File: src/rtl/stopwatch_digit_sequencer.sv
// MM:SS stopwatch digit sequencer: one shared BCD add/sub step rippled across
// the four digits, one digit per clock, arbitrating timebase ticks and buttons.
module stopwatch_digit_sequencer #(
  parameter int ADJ_STEP  = 2,
  parameter int SEC_T_MAX = 5,
  parameter int MIN_T_MAX = 5
) (
  input  logic       clk,
  input  logic       rst_n,
  input  logic       run_i,
  input  logic       tick_i,
  input  logic       add_i,
  input  logic       sub_i,
  input  logic       clear_i,
  output logic [3:0] sec_u_o,
  output logic [3:0] sec_t_o,
  output logic [3:0] min_u_o,
  output logic [3:0] min_t_o,
  output logic       busy_o,
  output logic       done_o,
  output logic       wrap_o,
  output logic       lost_o
);

  localparam logic [3:0] STEP   = 4'(ADJ_STEP);
  localparam logic [4:0] UNIT_L = 5'd9;
  localparam logic [4:0] SEC_L  = 5'(SEC_T_MAX);
  localparam logic [4:0] MIN_L  = 5'(MIN_T_MAX);

  typedef enum logic [2:0] {IDLE, D0, D1, D2, D3} state_t;

  state_t     state, nxt;
  logic       op_dec;
  logic [3:0] k;
  logic       tick_p, add_p, sub_p;

  logic [3:0] cur;
  logic [4:0] lim;
  logic [4:0] sum;
  logic       cy;
  logic [3:0] digit_new;

  logic sel_tick, sel_add, sel_sub, cancel;
  logic tick_req, tick_keep, add_keep, sub_keep, lost_n;

  // Digit currently being stepped and its wrap limit
  always_comb begin
    cur = sec_u_o;
    lim = UNIT_L;
    nxt = IDLE;
    case (state)
      D0: begin cur = sec_u_o; lim = UNIT_L; nxt = D1; end
      D1: begin cur = sec_t_o; lim = SEC_L;  nxt = D2; end
      D2: begin cur = min_u_o; lim = UNIT_L; nxt = D3; end
      D3: begin cur = min_t_o; lim = MIN_L;  nxt = IDLE; end
      default: ;
    endcase
  end

  // Shared BCD step; 5-bit intermediates so d+k never overflows before the compare
  always_comb begin
    sum = {1'b0, cur} + {1'b0, k};
    if (!op_dec) begin
      cy        = sum > lim;
      digit_new = 4'(cy ? sum - (lim + 5'd1) : sum);
    end else begin
      cy        = cur < k;
      digit_new = 4'(cy ? {1'b0, cur} + lim + 5'd1 - {1'b0, k}
                        : {1'b0, cur} - {1'b0, k});
    end
  end

  // Arbitration on registered flags; opposing adjust requests cancel
  always_comb begin
    sel_tick = 1'b0;
    sel_add  = 1'b0;
    sel_sub  = 1'b0;
    cancel   = 1'b0;
    if (state == IDLE) begin
      if (add_p && sub_p) cancel   = 1'b1;
      else if (tick_p)    sel_tick = 1'b1;
      else if (add_p)     sel_add  = 1'b1;
      else if (sub_p)     sel_sub  = 1'b1;
    end
  end

  // A request only counts as lost if its flag survives this edge unconsumed
  assign tick_req  = tick_i & run_i;
  assign tick_keep = tick_p & ~sel_tick;
  assign add_keep  = add_p & ~(sel_add | cancel);
  assign sub_keep  = sub_p & ~(sel_sub | cancel);
  assign lost_n    = (tick_req & tick_keep) | (add_i & add_keep) | (sub_i & sub_keep);

  always_ff @(posedge clk or negedge rst_n) begin
    if (!rst_n) begin
      state   <= IDLE;
      op_dec  <= 1'b0;
      k       <= 4'd0;
      tick_p  <= 1'b0;
      add_p   <= 1'b0;
      sub_p   <= 1'b0;
      sec_u_o <= 4'd0;
      sec_t_o <= 4'd0;
      min_u_o <= 4'd0;
      min_t_o <= 4'd0;
      busy_o  <= 1'b0;
      done_o  <= 1'b0;
      wrap_o  <= 1'b0;
      lost_o  <= 1'b0;
    end else if (clear_i) begin
      state   <= IDLE;
      tick_p  <= 1'b0;
      add_p   <= 1'b0;
      sub_p   <= 1'b0;
      sec_u_o <= 4'd0;
      sec_t_o <= 4'd0;
      min_u_o <= 4'd0;
      min_t_o <= 4'd0;
      busy_o  <= 1'b0;
      done_o  <= 1'b0;
      wrap_o  <= 1'b0;
      lost_o  <= 1'b0;
    end else begin
      tick_p <= tick_keep | tick_req;
      add_p  <= add_keep | add_i;
      sub_p  <= sub_keep | sub_i;
      lost_o <= lost_n;
      done_o <= 1'b0;
      wrap_o <= 1'b0;
      case (state)
        IDLE: begin
          if (sel_tick || sel_add || sel_sub) begin
            op_dec <= sel_sub;
            k      <= sel_tick ? 4'd1 : STEP;
            state  <= D0;
            busy_o <= 1'b1;
          end
        end
        default: begin
          case (state)
            D0:      sec_u_o <= digit_new;
            D1:      sec_t_o <= digit_new;
            D2:      min_u_o <= digit_new;
            D3:      min_t_o <= digit_new;
            default: ;
          endcase
          k <= 4'd1;
          if (cy && state != D3) begin
            state <= nxt;
          end else begin
            state  <= IDLE;
            busy_o <= 1'b0;
            done_o <= 1'b1;
            wrap_o <= cy;
          end
        end
      endcase
    end
  end

endmodule

File: config.mk
export PLATFORM = sky130hd
export DESIGN_NAME = stopwatch_digit_sequencer
export DESIGN_NICKNAME = d
export VERILOG_FILES = /design/src/rtl/stopwatch_digit_sequencer.sv
export SDC_FILE = /design/constraint.sdc
export NUM_CORES = 1
export LEC_CHECK = 0
export BUFFER_PORTS_ARGS = -buffer_cell sky130_fd_sc_hd__clkbuf_2
export CAP_MARGIN = 10
export CELL_PAD_IN_SITES_DETAIL_PLACEMENT = 1
export CELL_PAD_IN_SITES_GLOBAL_PLACEMENT = 2
export CORE_ASPECT_RATIO = 1.4
export CORE_UTILIZATION = 38
export CTS_CLUSTER_SIZE = 14
export DETAILED_ROUTE_END_ITERATION = 7
export PLACE_DENSITY = 0.95
export SETUP_SLACK_MARGIN = 0.5
export SYNTH_ARGS = -nofsm -noshare
export SYNTH_HDL_FRONTEND = slang
export SYNTH_SLANG_ARGS = --single-unit
File: constraint.sdc
create_clock -name clk -period 10.36 [get_ports clk]
set_input_delay 2.072 -clock clk [delete_from_list [all_inputs] [get_ports clk]]
set_output_delay 2.072 -clock clk [all_outputs]
set_load 0.005 [all_outputs]
==> impl_metrics.ini, run 1 <==
[synthesis]
synthMuxAreaShare_pct = 5.17
yosysWarningCount = 0
syn_area_per_cell_um2 = 8.63
async_flop_share_pct = 100
synth-main-ff-cell = dfrtp_1
synth_xor_area_share_pct = 2.88
syn_area_um2 = 2130
synth_top_family_by_area = compound AO/OA/AOI/OAI gates
ys_types = 55
synth-compound-area-share_pct = 22.0
ys_ff_latch = 29
synth_edf_count = 0
synthAdderAreaFrac_pct = 9.63
synth_cells = 247
synth.net_count = 268
synthSimpleGateAreaFrac_pct = 19.7
seq_area_frac_synth_pct = 34.1

[sta]
finalSetupViolCount = 0
slew_violations = 0
maxSlewHeadroom_pct = 42.3
tns_ps = 0
period_minus_slack_ps = 4690
whs_ps = 558
max_slew.worst_pin.slew_ps = 864
min_period_over_period_pct = 45.3
max_freq_mhz = 213
rsz0062_at_grt = false
hold_viol_final = 0
clock_skew_ps = 10.9

[die]
die_w_um = 65.3
die_height_um = 90.6
start_util_pct = 40.4
placementRows = 31
pin_count = 27
coreArea_um2 = 5280
dieArea_um2 = 5910

[placement]
place_inst = 326
portBuffers = 26
dpl.hpwl_mm = 4.73
gp_congestion = 0.888

[power_and_ir_drop]
p_leak_nw = 1.05
switching_share_pct = 51.6
seqPwrFrac_pct = 23.2
pwr-share-comb_pct = 63.9
p_clk_share_pct = 12.9
power_density_nw_per_um2 = 319
ir_drop_uv = 130
netSwitchingPower_mw = 0.391
p_int_mw = 0.366

[grt]
track_usage_pct = 23.5
overflow = 0
antenna_found_initial = 0
grt_first_pass_wirelength_mm = 10.5
grt_pass1_vias = 2136
grt_max_degree = 30

[clock_tree]
cts_resized = 0
clock_sinks = 29
post_cts_buffers = 0
hold_buffers = 0
cts_root_buffer = clkbuf_8
cts_buffers = 5
clk_pin_slew_ps = 70
htree_levels = 2
clk_latency_ps = 300
clock_path_buffers = 2
cts_tree = built

[setup_path]
ff2ff_setup_slack_ps = 5670
endpoint_kind = flop
path_class = flop to flop
cp-start-kind = flop
cp_max_fo = 16
required_ps = 10500
cp.arrival_ps = 4840

[detailed_routing]
via_per_inst = 5.80
firstDrtPassIters = 4
drc = 0
drtAntennaViolNets = 0
wl_mm = 6.28
vias = 1936
drt_iter0_markers = 76
wl_per_cell_um = 18.8

[job]
cap_violations = 0

[cells_and_area]
area_growth_pct = 11.4
fill_cells = 669
fin_cells = 334
n_antenna_cell = 0
layout-drive-gt1-share_pct = 16.0
final_nets = 288

[outcome]
status = complete, no violations

[min_path]
hold_class = flop to flop
==> kinds of logic (layout without fill, tap and decap cells) <==
kind of cell             Yosys count  after routing
AO/OA/AOI/OAI                     62             62
XOR/XNOR                           7              7
adder cells (fa/ha/maj)           14             14
buffers and inverters             35             56
flip-flops                        29             29
multiplexers                      11             11
AND/OR/NAND/NOR                   89             89
==> path summary, 6_finish.rpt <==
check                      cells past startpoint  startpoint    endpoint
setup / recovery                              12    state[0]  sec_t_o[2]
hold / removal                                 2  min_u_o[2]  min_u_o[2]
setup reg to reg                              12    state[0]  sec_t_o[2]
hold reg to reg                                2  min_u_o[2]  min_u_o[2]
max in group asynchronous                      1       rst_n      wrap_o
min in group asynchronous                      1       rst_n  sec_u_o[2]
==> registers in the layout, indices dropped and copies added (netlist names) <==
name,count
tick_p,1
sec_u_o,4
sec_t_o,4
done_o,1
wrap_o,1
state,3
min_u_o,4
min_t_o,4
k,2
add_p,1
lost_o,1
busy_o,1
sub_p,1
op_dec,1
==> cells in the final DEF (no fill, tap or decap), types with 2 or more instances in the layout <==
cell type / synthesis / routed
a21oi_1: 9 / 9
fa_1: 4 / 4
o32ai_1: 4 / 4
o31ai_2: 2 / 2
dfrtp_1: 29 / 29
o21ai_1: 2 / 2
or3_1: 2 / 2
nor3_1: 8 / 8
ha_1: 10 / 10
mux2i_1: 11 / 11
nor2_1: 21 / 21
clkbuf_8: 0 / 5
a2bb2oi_1: 3 / 3
o2bb2ai_1: 3 / 3
o22ai_1: 3 / 3
xor2_1: 2 / 2
clkinv_2: 0 / 2
nand3_1: 11 / 11
inv_1: 22 / 22
o21ai_0: 15 / 15
clkbuf_2: 0 / 26
xnor2_1: 5 / 5
o211ai_1: 2 / 2
and2_1: 2 / 2
nand2b_1: 3 / 3
nand2_1: 33 / 33
==> layout make-up <==
type | instances | area (um2) | share of cell area, %
clock buffers | 5 | 68.8 | 2.90
clock inverters | 3 | 17.5 | 0.738
inverters | 22 | 82.6 | 3.48
multi-input cells | 183 | 1270 | 53.3
flip-flops and latches | 29 | 726 | 30.6
well taps | 66 | 82.6 | 3.48
repair buffers | 26 | 130 | 5.48
==> layer usage <==
metal  part of all wire (%)  GRT usage (%)  up-vias
li1                       -              -      908
met1                     40           25.7      964
met2                     53           40.1       39
met3                    2.5           4.67       25
met4                    4.7           14.9        0
met5                      0              0        -
==> cells in the mapped netlist (2+ instances only) <==
library cell  instances  area (um2)
o22ai_1               3        18.8
nand2_1              33         124
nor2_1               21        78.8
a21oi_1               9        45.0
o31ai_2               2        25.0
dfrtp_1              29         726
inv_1                22        82.6
o21ai_1               2        10.0
fa_1                  4        80.1
xor2_1                2        17.5
o32ai_1               4        35.0
a2bb2oi_1             3        26.3
ha_1                 10         125
o211ai_1              2        15.0
xnor2_1               5        43.8
nand3_1              11        55.1
and2_1                2        12.5
mux2i_1              11         110
or3_1                 2        12.5
nor3_1                8        40.0
o2bb2ai_1             3        26.3
o21ai_0              15        75.1
buf_2                 3        15.0
nand2b_1              3        18.8
clkbuf_1              8        30.0
==> power groups by stage <==
stage                     registers, mW  clock network (mW)  logic (mW)
after CTS                         0.175              0.0990       0.483
after global placement            0.176                   0       0.466
after global routing              0.181               0.103       0.534
after floorplan                   0.155                   0       0.356
after detailed placement          0.177                   0       0.481
final                             0.176              0.0974       0.483
==> per-stage QoR <==
step | worst slack (ps) | util, % | cell area (um2) | power [mW]
2_1_floorplan | 6320 | - | 2130 | 0.511
3_3_place_gp | 5890 | 43.4 | 2290 | 0.642
3_5_place_dp | 5670 | 43.4 | 2290 | 0.658
4_1_cts | 5650 | 45.0 | 2370 | 0.758
5_1_grt | 5250 | 45.0 | 2370 | 0.817
6_report | 5670 | 45.0 | 2370 | 0.757
==> critical path: stages, from the launching register on <==
cell and delay (ps):
dfrtp_1 730, nor2_1 190, mux2i_1 160, mux2i_1 270, inv_1 170, fa_1 520
xnor2_1 350, inv_1 110, fa_1 470, a311oi_1 530, inv_1 170, a2111oi_2 660
o32ai_1 180
(Power assumes the default switching activity.)
==> run 2: changes to the inputs <==
--- a/config.mk
+++ b/config.mk
@@ -10,10 +10,10 @@
 export CELL_PAD_IN_SITES_DETAIL_PLACEMENT = 1
 export CELL_PAD_IN_SITES_GLOBAL_PLACEMENT = 2
 export CORE_ASPECT_RATIO = 1.4
-export CORE_UTILIZATION = 38
+export CORE_UTILIZATION = 35
 export CTS_CLUSTER_SIZE = 14
 export DETAILED_ROUTE_END_ITERATION = 7
-export PLACE_DENSITY = 0.95
+export PLACE_DENSITY = 0.91
 export SETUP_SLACK_MARGIN = 0.5
 export SYNTH_ARGS = -nofsm -noshare
 export SYNTH_HDL_FRONTEND = slang
==> constraint.sdc (replaced) <==
create_clock -name clk -period 4.49 [get_ports clk]
set_input_delay 0.898 -clock clk [delete_from_list [all_inputs] [get_ports clk]]
set_output_delay 0.898 -clock clk [all_outputs]
set_load 0.005 [all_outputs]
==> impl_metrics.ini, run 2 (synthesis results as in run 1) <==
[clock_tree]
htree_levels = 2
clk_latency_ps = 290
hold_buffers = 0
clk_pin_slew_ps = 70
cts_buffers = 5
cts_root_buffer = clkbuf_8
clock_sinks = 29
cts_tree = built
clock_path_buffers = 2

[grt]
grt_first_pass_wirelength_mm = 10.6
grt_max_degree = 30
antenna_found_initial = 0
overflow = 0
grt_pass1_vias = 2100
track_usage_pct = 23.0

[power_and_ir_drop]
switching_share_pct = 50.2
ir_drop_uv = 403
seqPwrFrac_pct = 19.4
p_int_mw = 1.01
power_mw = 2.04
power_density_nw_per_um2 = 781
pwr-share-comb_pct = 69.8
netSwitchingPower_mw = 1.02
p_clk_share_pct = 10.8
p_leak_nw = 1.13

[sta]
period_minus_slack_ps = 3790
max_freq_mhz = 264
clock_skew_ps = 12.1
slew_violations = 0
tns_ps = 0
hold_viol_final = 0
rsz0062_at_grt = false
finalSetupViolCount = 0
min_period_over_period_pct = 84.5
max_slew.worst_pin.slew_ps = 945
maxSlewHeadroom_pct = 36.8
setup_ws_ps = 697

[placement]
dpl.hpwl_mm = 4.97
place_ws_ps = 286
portBuffers = 26
gp_congestion = 0.880
dpl-instance-area_um2 = 2360

[cells_and_area]
final_common_cell = nand2_1
utilization_pct = 44.5
multi_input_area_um2 = 1390
n_antenna_cell = 0
fill_cells = 720
final_cell_mix = 31 x nand2_1, 26 x dfrtp_1, 26 x clkbuf_2, 22 x inv_1, 20 x nor2_1
seqCellArea_um2 = 729
final_nets = 302
layout-drive-gt1-share_pct = 26.6
area_growth_pct = 22.3
fin_area_um2 = 2610

[die]
die_height_um = 94.3
pin_count = 27
coreArea_um2 = 5860
dieArea_um2 = 6410
start_util_pct = 36.3
die_w_um = 67.9
placementRows = 33

[setup_path]
path_class = flop to flop
crit_top_cell = mux2i_1
ff2ff_setup_slack_ps = 700
critPathTopFamily = adder cells
required_ps = 4680
cp_slowest_cell = fa_2
crit_chain = mux2i_1 -> nand2_1 -> o21ai_0 -> mux2i_1 -> ha_2 -> inv_1 -> fa_2 -> xnor2_4 -> buf_4 -> ha_4 -> ha_1 -> nand2_2 -> a311oi_4 -> a221oi_4 -> xnor2_1 -> a211o_1 -> o31ai_2
rr_startpoint = state[0]
worst_r2r_endpoint = min_t_o[1]
cp-start-kind = flop
worst_path_largest_cell_delay_ps = 450
r2r_cells = 17
endpoint_kind = flop
crit_buf_inv = 2
cp.arrival_ps = 3980
cp_max_fo = 5

[detailed_routing]
drt_iter0_markers = 92
drc = 0
vias = 2030
firstDrtPassIters = 4
via_per_inst = 5.77
wl_per_cell_um = 18.9
drtAntennaViolNets = 0
wl_mm = 6.65

[min_path]
hold_class = flop to flop
min_delay_path_depth = 2
worstHoldEndpoint = min_u_o[3]
hp-start = min_u_o[3]

[job]
cap_violations = 0

[outcome]
status = complete, no violations
[run 2: final cells by class]
cell class | count | area share [%]
clock buffers | 5 | 2.64
clock inverters | 3 | 0.672
inverters | 22 | 3.17
multi-input cells | 183 | 53.1
flip-flops and latches | 29 | 28.0
well taps | 70 | 3.36
repair buffers | 40 | 9.03
[run 2: repair_timing]
item | in CTS | in global routing
pin swaps | 2 | 8
buffers inserted | 2 | 4
setup endpoints to repair | 16 | 18
gates cloned | 0 | 0
gates resized for setup | 5 | 17
[run 2: worst register-to-register path: stages (launching register included)]
cell and delay, ps:
dfrtp_2 440, mux2i_1 130, nand2_1 70, o21ai_0 90, mux2i_1 260, ha_2 240
inv_1 60, fa_2 450, xnor2_4 190, buf_4 150, ha_4 250, ha_1 150
nand2_2 70, a311oi_4 330, a221oi_4 80, xnor2_1 160, a211o_1 360, o31ai_2 230
[run 2: stage by stage]
step	hold WS, ps	cells
floorplan	516	247
global placement	523	338
detailed placement	536	338
CTS	552	348
global route	580	352
finish	546	352
[run 2: worst max path at each step]
| stage | cells after the start | from | slack [ps] | endpoint |
|---|---|---|---|---|
| floorplan | 14 | state[0] | 580 | sec_t_o[2] |
| global placement | 13 | state[0] | 390 | sec_t_o[2] |
| detailed placement | 13 | state[0] | 290 | sec_t_o[2] |
| CTS | 15 | state[0] | 530 | sec_t_o[3] |
| global route | 17 | state[0] | 510 | min_t_o[1] |
| finish | 17 | state[0] | 700 | min_t_o[1] |
[run 2: routing by layer]
layer	up-vias	part of all wire (%)	GRT usage (%)
li1	937	-	-
met1	1034	38	24.6
met2	40	56	41.3
met3	19	2.7	4.37
met4	0	3.6	11.6
met5	-	0	0
[run 2: power by group through the flow]
stage	Clock, mW	Combinational, mW	Sequential, mW
2_1_floorplan	0	0.832	0.358
3_3_place_gp	0	1.17	0.393
3_5_place_dp	0	1.19	0.394
4_1_cts	0.227	1.27	0.392
5_1_grt	0.237	1.54	0.406
6_report	0.221	1.42	0.395
